==> src/rtl/mem_stage_ctrl_pkg.sv <==
`default_nettype none
// ---------------------------------------------------------------------------
// mem_stage_ctrl_pkg : funct3 and FSM state encodings for the MEM stage. Rev 1.0
// ---------------------------------------------------------------------------
package mem_stage_ctrl_pkg;

  localparam logic [2:0] F3_B  = 3'b000;
  localparam logic [2:0] F3_H  = 3'b001;
  localparam logic [2:0] F3_W  = 3'b010;
  localparam logic [2:0] F3_BU = 3'b100;
  localparam logic [2:0] F3_HU = 3'b101;

  typedef enum logic [1:0] {
    ST_IDLE = 2'd0,
    ST_BUSY = 2'd1,
    ST_DONE = 2'd2
  } state_t;

endpackage
`default_nettype wire

==> src/rtl/mem_align_unit.sv <==
`default_nettype none
// ---------------------------------------------------------------------------
// mem_align_unit : byte enables, store lane replication, alignment and load
// extension for one access.  Rev 1.0
// ---------------------------------------------------------------------------
module mem_align_unit
  import mem_stage_ctrl_pkg::*;
(
  input  logic [1:0]  i_addr_lo,
  input  logic [2:0]  i_funct3,
  input  logic        i_is_store,
  input  logic [31:0] i_wdata,
  input  logic [31:0] i_rdata,
  output logic [3:0]  o_be,
  output logic [31:0] o_wdata,
  output logic        o_misalign,
  output logic [31:0] o_load
);

  logic [31:0] w_rsh_b;
  logic [31:0] w_rsh_h;

  assign w_rsh_b = i_rdata >> {i_addr_lo, 3'b000};
  assign w_rsh_h = i_rdata >> {i_addr_lo[1], 4'b0000};

  always_comb begin
    o_be       = 4'b0000;
    o_wdata    = 32'h0;
    o_misalign = 1'b0;
    o_load     = 32'h0;
    case (i_funct3)
      F3_B, F3_BU: begin
        o_be    = 4'b0001 << i_addr_lo;
        o_wdata = {4{i_wdata[7:0]}};
        o_load  = i_funct3[2] ? {24'h0, w_rsh_b[7:0]}
                              : {{24{w_rsh_b[7]}}, w_rsh_b[7:0]};
      end
      F3_H, F3_HU: begin
        o_be       = 4'b0011 << {i_addr_lo[1], 1'b0};
        o_wdata    = {2{i_wdata[15:0]}};
        o_misalign = i_addr_lo[0];
        o_load     = i_funct3[2] ? {16'h0, w_rsh_h[15:0]}
                                 : {{16{w_rsh_h[15]}}, w_rsh_h[15:0]};
      end
      F3_W: begin
        o_be       = 4'b1111;
        o_wdata    = i_wdata;
        o_misalign = |i_addr_lo;
        o_load     = i_rdata;
      end
      default: o_misalign = 1'b1;
    endcase
    // Unsigned sizes have no store form.
    if (i_is_store && i_funct3[2]) begin
      o_misalign = 1'b1;
    end
  end

endmodule
`default_nettype wire

==> src/rtl/mem_stage_ctrl.sv <==
`default_nettype none
// ---------------------------------------------------------------------------
// mem_stage_ctrl : sequences RV32I loads/stores onto a req/ack data bus and
// stalls the pipeline until completion, timeout or misalign reject.  Rev 1.0
// ---------------------------------------------------------------------------
module mem_stage_ctrl
  import mem_stage_ctrl_pkg::*;
#(
  parameter int TIMEOUT = 16,
  parameter int CNT_W   = 5
) (
  input  logic        clk,
  input  logic        rst_n,
  input  logic        mem_read_i,
  input  logic        mem_write_en_i,
  input  logic [31:0] mem_addr_i,
  input  logic [31:0] store_data_i,
  input  logic [2:0]  funct3_i,
  output logic        dmem_req,
  output logic        dmem_we,
  output logic [31:0] dmem_addr,
  output logic [31:0] dmem_wdata,
  output logic [3:0]  dmem_be,
  input  logic        dmem_ack,
  input  logic [31:0] dmem_rdata,
  output logic        stall,
  output logic [31:0] load_data,
  output logic        load_valid,
  output logic        misalign_err,
  output logic        bus_err
);

  state_t             r_state;
  state_t             w_next;
  logic [CNT_W-1:0]   r_cnt;
  logic [1:0]         r_lo;
  logic [2:0]         r_f3;

  logic               w_access;
  logic               w_issue;
  logic               w_timeout;
  logic [3:0]         w_st_be;
  logic [31:0]        w_st_wdata;
  logic               w_st_mis;
  logic [31:0]        w_st_ext;
  logic [3:0]         w_ld_be;
  logic [31:0]        w_ld_wdata;
  logic               w_ld_mis;
  logic [31:0]        w_ld_ext;
  logic               w_unused_align;

  assign w_access  = mem_read_i | mem_write_en_i;
  assign w_issue   = (r_state == ST_IDLE) && w_access && !w_st_mis;
  assign w_timeout = (TIMEOUT != 0) && (r_cnt == CNT_W'(TIMEOUT - 1));
  assign stall     = w_issue || (r_state == ST_BUSY);

  // Store path: live EX/MEM fields; a set write flag overrides read.
  mem_align_unit u_align_st (
    .i_addr_lo  (mem_addr_i[1:0]),
    .i_funct3   (funct3_i),
    .i_is_store (mem_write_en_i),
    .i_wdata    (store_data_i),
    .i_rdata    (dmem_rdata),
    .o_be       (w_st_be),
    .o_wdata    (w_st_wdata),
    .o_misalign (w_st_mis),
    .o_load     (w_st_ext)
  );

  // Load path: lane and sign come from the fields latched at issue.
  mem_align_unit u_align_ld (
    .i_addr_lo  (r_lo),
    .i_funct3   (r_f3),
    .i_is_store (1'b0),
    .i_wdata    (32'h0),
    .i_rdata    (dmem_rdata),
    .o_be       (w_ld_be),
    .o_wdata    (w_ld_wdata),
    .o_misalign (w_ld_mis),
    .o_load     (w_ld_ext)
  );

  assign w_unused_align = &{1'b0, w_st_ext, w_ld_be, w_ld_wdata, w_ld_mis};

  always_comb begin
    w_next = r_state;
    case (r_state)
      ST_IDLE: if (w_issue) w_next = ST_BUSY;
      ST_BUSY: if (dmem_ack || w_timeout) w_next = ST_DONE;
      ST_DONE: w_next = ST_IDLE;
      default: w_next = ST_IDLE;
    endcase
  end

  always_ff @(posedge clk or negedge rst_n) begin
    if (!rst_n) r_state <= ST_IDLE;
    else        r_state <= w_next;
  end

  always_ff @(posedge clk or negedge rst_n) begin
    if (!rst_n) begin
      r_cnt        <= '0;
      r_lo         <= 2'b00;
      r_f3         <= 3'b000;
      dmem_req     <= 1'b0;
      dmem_we      <= 1'b0;
      dmem_addr    <= 32'h0;
      dmem_wdata   <= 32'h0;
      dmem_be      <= 4'b0000;
      load_data    <= 32'h0;
      load_valid   <= 1'b0;
      misalign_err <= 1'b0;
      bus_err      <= 1'b0;
    end else begin
      load_valid   <= 1'b0;
      misalign_err <= 1'b0;
      bus_err      <= 1'b0;
      case (r_state)
        ST_IDLE: begin
          if (w_access && w_st_mis) begin
            misalign_err <= 1'b1;
          end else if (w_access) begin
            dmem_req   <= 1'b1;
            dmem_we    <= mem_write_en_i;
            dmem_addr  <= {mem_addr_i[31:2], 2'b00};
            dmem_be    <= w_st_be;
            dmem_wdata <= mem_write_en_i ? w_st_wdata : 32'h0;
            r_lo       <= mem_addr_i[1:0];
            r_f3       <= funct3_i;
            r_cnt      <= '0;
          end
        end
        ST_BUSY: begin
          if (dmem_ack) begin
            dmem_req <= 1'b0;
            if (!dmem_we) begin
              load_data  <= w_ld_ext;
              load_valid <= 1'b1;
            end
          end else if (w_timeout) begin
            dmem_req <= 1'b0;
            bus_err  <= 1'b1;
          end else begin
            r_cnt <= r_cnt + 1'b1;
          end
        end
        default: ;
      endcase
    end
  end

endmodule
`default_nettype wire
==> config.mk <==
export PLATFORM = sky130hd
export DESIGN_NAME = mem_stage_ctrl
export DESIGN_NICKNAME = d
export VERILOG_FILES = /design/src/rtl/mem_stage_ctrl_pkg.sv /design/src/rtl/mem_align_unit.sv /design/src/rtl/mem_stage_ctrl.sv
export SDC_FILE = /design/constraint.sdc
export NUM_CORES = 1
export LEC_CHECK = 0
export ABC_CLOCK_PERIOD_IN_PS = 3200
export CORE_AREA = 2 2 113 115
export DETAILED_ROUTE_END_ITERATION = 6
export DIE_AREA = 0 0 115 117
export PLACE_DENSITY = 0.84
export SYNTH_ARGS = -nofsm -noshare
export SYNTH_HDL_FRONTEND = slang
export SYNTH_SLANG_ARGS = --single-unit
==> constraint.sdc <==
create_clock -name clk -period 3.2 [get_ports clk]
set_clock_uncertainty 0.2 [all_clocks]
set_input_delay 0.48 -clock clk [delete_from_list [all_inputs] [get_ports clk]]
set_output_delay 0.48 -clock clk [all_outputs]
set_load 0.05 [all_outputs]
==> run summary <==
The synthesized design contains 115 register bits. Along the worst path, the maximum fanout reaches 5. The critical path class is in -> out. Summed over all cells, the static leakage comes to 3.555 nW. The mean post-synth cell area came out at 10.77 sq um. The post-layout net count came out at 800. The post-route netlist has 12.16% of its cells at a drive strength greater than 1. The final wirelength came out at 15,070 microns. The count of port buffers added during placement came out at 207.

The number of standard cells in the final layout excluding fillers came out at 857. The slowest stage of the critical path is the clkdlybuf4s50_1 cell. In this run the cell area of the synthesized design comes to 5254 sq um. The die is 115 microns wide. The power per standard cell area came out at 928.5 nW/um^2.

At the later pin of the worst-skew pair, clock insertion delay measures 0.40 ns. The most critical setup path has its startpoint at mem_addr_i[0]. The endpoint identified for the worst register-to-register timing path is r_cnt[3]$_DFFE_PN0P_. The final critical-path share of the clock period came out at 81.87%. The worst setup path is launched from an input port. The pin count of the biggest net entering global routing came out at 64. The final core area utilization is 65.97%.

The overall die area came out at 13,460 sq um. The initial detailed-routing violation count is 412. The post-detailed-route DRC marker count came out at 0. During synthesis, Yosys emitted a total of 0 warnings. Data on the critical path is required at its endpoint by 2.52 ns. The total number of vias came out at 4,668. The final-report setup violation count came out at 0.

The data arrival time of the critical path is 1.94 ns. The worst setup path is captured at a primary output. After floorplanning, the core was divided into 41 placement rows.

The count of distinct cell types in the synthesized netlist came out at 47. The area overhead of the layout relative to synthesis is 54.58%. The CTS clock-pin slew for the worst setup and hold paths came out at 0.05 ns. The flow ran to the end, and the final reports show no timing, DRC or antenna violations.

The level count of the clock H-tree came out at 4. For the final routed database, the setup TNS stands at 0 ns. In the synthesized netlist the dominant register cell turns out to be dfrtp_1. The shortest clock period the worst path allows after layout is 2.620 ns. The final count of hold timing violations was 0.

The post-detailed-route via-to-cell ratio came out at 5.447. For flop-to-flop paths, the worst setup slack is 0.77 ns. The total global routing overflow came out at 0.

In the final routed layout, each cell accounts on average for 17.59 microns. The tightest min-delay check is of the reg -> reg type. The post-CTS setup-driven buffer insertion count came out at 0. The clock net in this run drives a total of 115 sinks. Buffers inserted to repair hold after CTS numbered 1. The number of nets still failing antenna checks after routing is 0. The sequential share of the synthesized area came out at 54.77%.

Setup repair after global routing left no endpoint under its margin. The endpoint of the worst hold path is dmem_be[0]$_DFFE_PN0P_. The start of the worst register-to-register path is r_cnt[0]$_DFFE_PN0P_. The total global-route track usage is 22.57%. On the worst path, the slowest cell contributes a delay of 0.54 ns. Counting flops with an async set or reset pin after synthesis yields a share of 100.0%.

The total core area is 12,310 sq um. The root cell of the clock tree is clkbuf_16. The number of global-route vias before repair is 4,590. The worst hold path begins at dmem_be[0]$_DFFE_PN0P_.

The worst-margin pin slew is 0.7364 ns. The max-cap violation count is 0. The critical path goes through clkdlybuf4s50_1 > a221oi_2 > o211ai_4 > nand2_1 > buf_12.

The congestion estimate from routability-driven global placement came to 0.8400. The total of cells resized after clock tree synthesis is 0. The final count of pins violating max slew is 0. The maximum count of clock buffers along a single path is 2. The family with the most delay on the worst path is buffers and inverters. Total power for the finished layout comes to 0.007541 W. The fmax is 0.3817 GHz. The number of antenna diodes came out at 0.

In this run the tightest slew margin relative to its limit is 50.91%. The TritonCTS clock tree is yes. The detailed-routing iteration count for the pre-antenna-repair pass is 5. Counting every instance in the synthesized netlist gives 488. The worst ir drop on vdd is 379.7 uV. TritonCTS created 17 clock buffers. For this configuration, the core starts out at a cell density of 42.67%. The number of placed instances, taps included, is 824. The number of antenna violations at the first check in global routing is 0. The count of flip-flops with a built-in enable after synthesis is 0. The depth of the worst register-to-register path came out at 8. The number of buffers and inverters on the critical path is 2. The die span in y came out at 117 microns.

The number of ports placed on the die boundary came out at 210. The first global-routing pass estimated 23,520 microns of wire. The cell depth of the worst min-delay path came out at 2. The post-detailed-placement half-perimeter wirelength is 11,300 microns.
synth_stat cells (2+ instances only):
cell | n | area share, %
a21o_1 | 8 | 1.1
o31ai_1 | 16 | 2.3
a32oi_1 | 2 | 0.33
nor2_2 | 2 | 0.24
o21ai_0 | 29 | 2.8
or3_1 | 2 | 0.24
buf_1 | 3 | 0.21
buf_4 | 2 | 0.29
buf_2 | 7 | 0.67
mux2i_1 | 24 | 4.6
a21oi_1 | 23 | 2.2
mux2_2 | 34 | 7.3
a221o_1 | 16 | 3.0
nand2b_1 | 3 | 0.36
buf_6 | 2 | 0.43
ha_1 | 2 | 0.48
a32o_1 | 7 | 1.3
dfrtp_1 | 115 | 55
o21ai_1 | 2 | 0.19
nand2_1 | 95 | 6.8
a22oi_1 | 14 | 2.0
inv_1 | 5 | 0.36
nor2b_1 | 11 | 1.3
clkbuf_1 | 20 | 1.4
nor2_1 | 19 | 1.4
nand3_1 | 4 | 0.38
stage by stage:
step | hold WS [ns] | cell area (sq um) | setup WS, ns
final | 0.2795 | 8122 | 0.5802
after global routing | 0.3108 | 8122 | 0.5099
after CTS | 0.2840 | 8122 | 0.5650
after detailed placement | 0.2717 | 7490 | 0.4453
after global placement | 0.2625 | 7490 | 0.5537
after floorplan | -0.01559 | 5258 | 0.6090
worst reg2reg max path, stage by stage, from the launching register on:
cell and delay [ns]:
dfrtp_1 0.41, ha_1 0.24, and3_1 0.19, ha_1 0.18, nor2_1 0.23, nand2_1 0.10
and2_1 0.23, or4_1 0.50, nand3_1 0.10
cells by family (layout without fill, tap and decap cells):
family	count (synthesis)	count (layout)	share of synthesized area, %
AO/OA/AOI/OAI	123	123	16.43
flip-flops	115	115	54.77
buffers and inverters	40	258	3.453
other	1	2	0.07138
AND/OR/NAND/NOR	149	149	12.93
multiplexers	58	58	11.86
adder cells (fa/ha/maj)	2	2	0.4762
layer usage:
metal | track usage [%] | vias up | share of wire [%]
met4 | 9.960 | 0 | 2.9
met5 | 0 | - | 0
li1 | - | 2153 | -
met3 | 5.870 | 38 | 6.7
met1 | 27.23 | 2268 | 40
met2 | 38.35 | 209 | 50
sequential cells by signal, summed over array words and instances, names as in the netlist:
name,flops
dmem_wdata,32
load_data,32
dmem_addr,30
r_cnt,5
dmem_be,4
r_f3,3
r_lo,2
r_state,2
bus_err,1
dmem_req,1
dmem_we,1
load_valid,1
misalign_err,1
layout make-up:
type | count | area (sq um)
fill | 946 | 4190
sequential | 115 | 2878
multi-input combinational | 334 | 2207
timing repair buffer | 220 | 2205
clock buffer | 21 | 470.5
tap | 150 | 187.7
clock inverter | 11 | 151.4
inverter | 6 | 22.52
cells in the final DEF (no fill, tap or decap), types with 4 or more instances in the layout:
| cell | instances |
|---|---|
| clkinvlp_4 | 4 |
| nor2b_1 | 11 |
| o21ai_0 | 29 |
| a32o_1 | 7 |
| mux2i_1 | 24 |
| o31ai_1 | 16 |
| nand3_1 | 4 |
| nor2_1 | 19 |
| nand2_1 | 95 |
| a22oi_1 | 14 |
| clkdlybuf4s50_1 | 205 |
| buf_4 | 11 |
| inv_1 | 5 |
| a21o_1 | 8 |
| a221o_1 | 16 |
| dfrtp_1 | 115 |
| mux2_2 | 34 |
| a21oi_1 | 23 |
| clkbuf_16 | 17 |
worst max-delay path by stage:
stage	endpoint	cells after the start
floorplan	stall	6
global placement	r_cnt[3]$_DFFE_PN0P_	6
detailed placement	r_cnt[3]$_DFFE_PN0P_	6
CTS	stall	5
global route	stall	5
finish	stall	5
power by group:
part | internal [W] | leakage, nW | switching, W
Clock | 0.00129 | 0.292 | 0.000668
Combinational | 0.00123 | 1.79 | 0.00218
Sequential | 0.00190 | 1.47 | 0.000277
Total | 0.00442 | 3.55 | 0.00312
No activity file was read; power rests on OpenSTA's default activity.
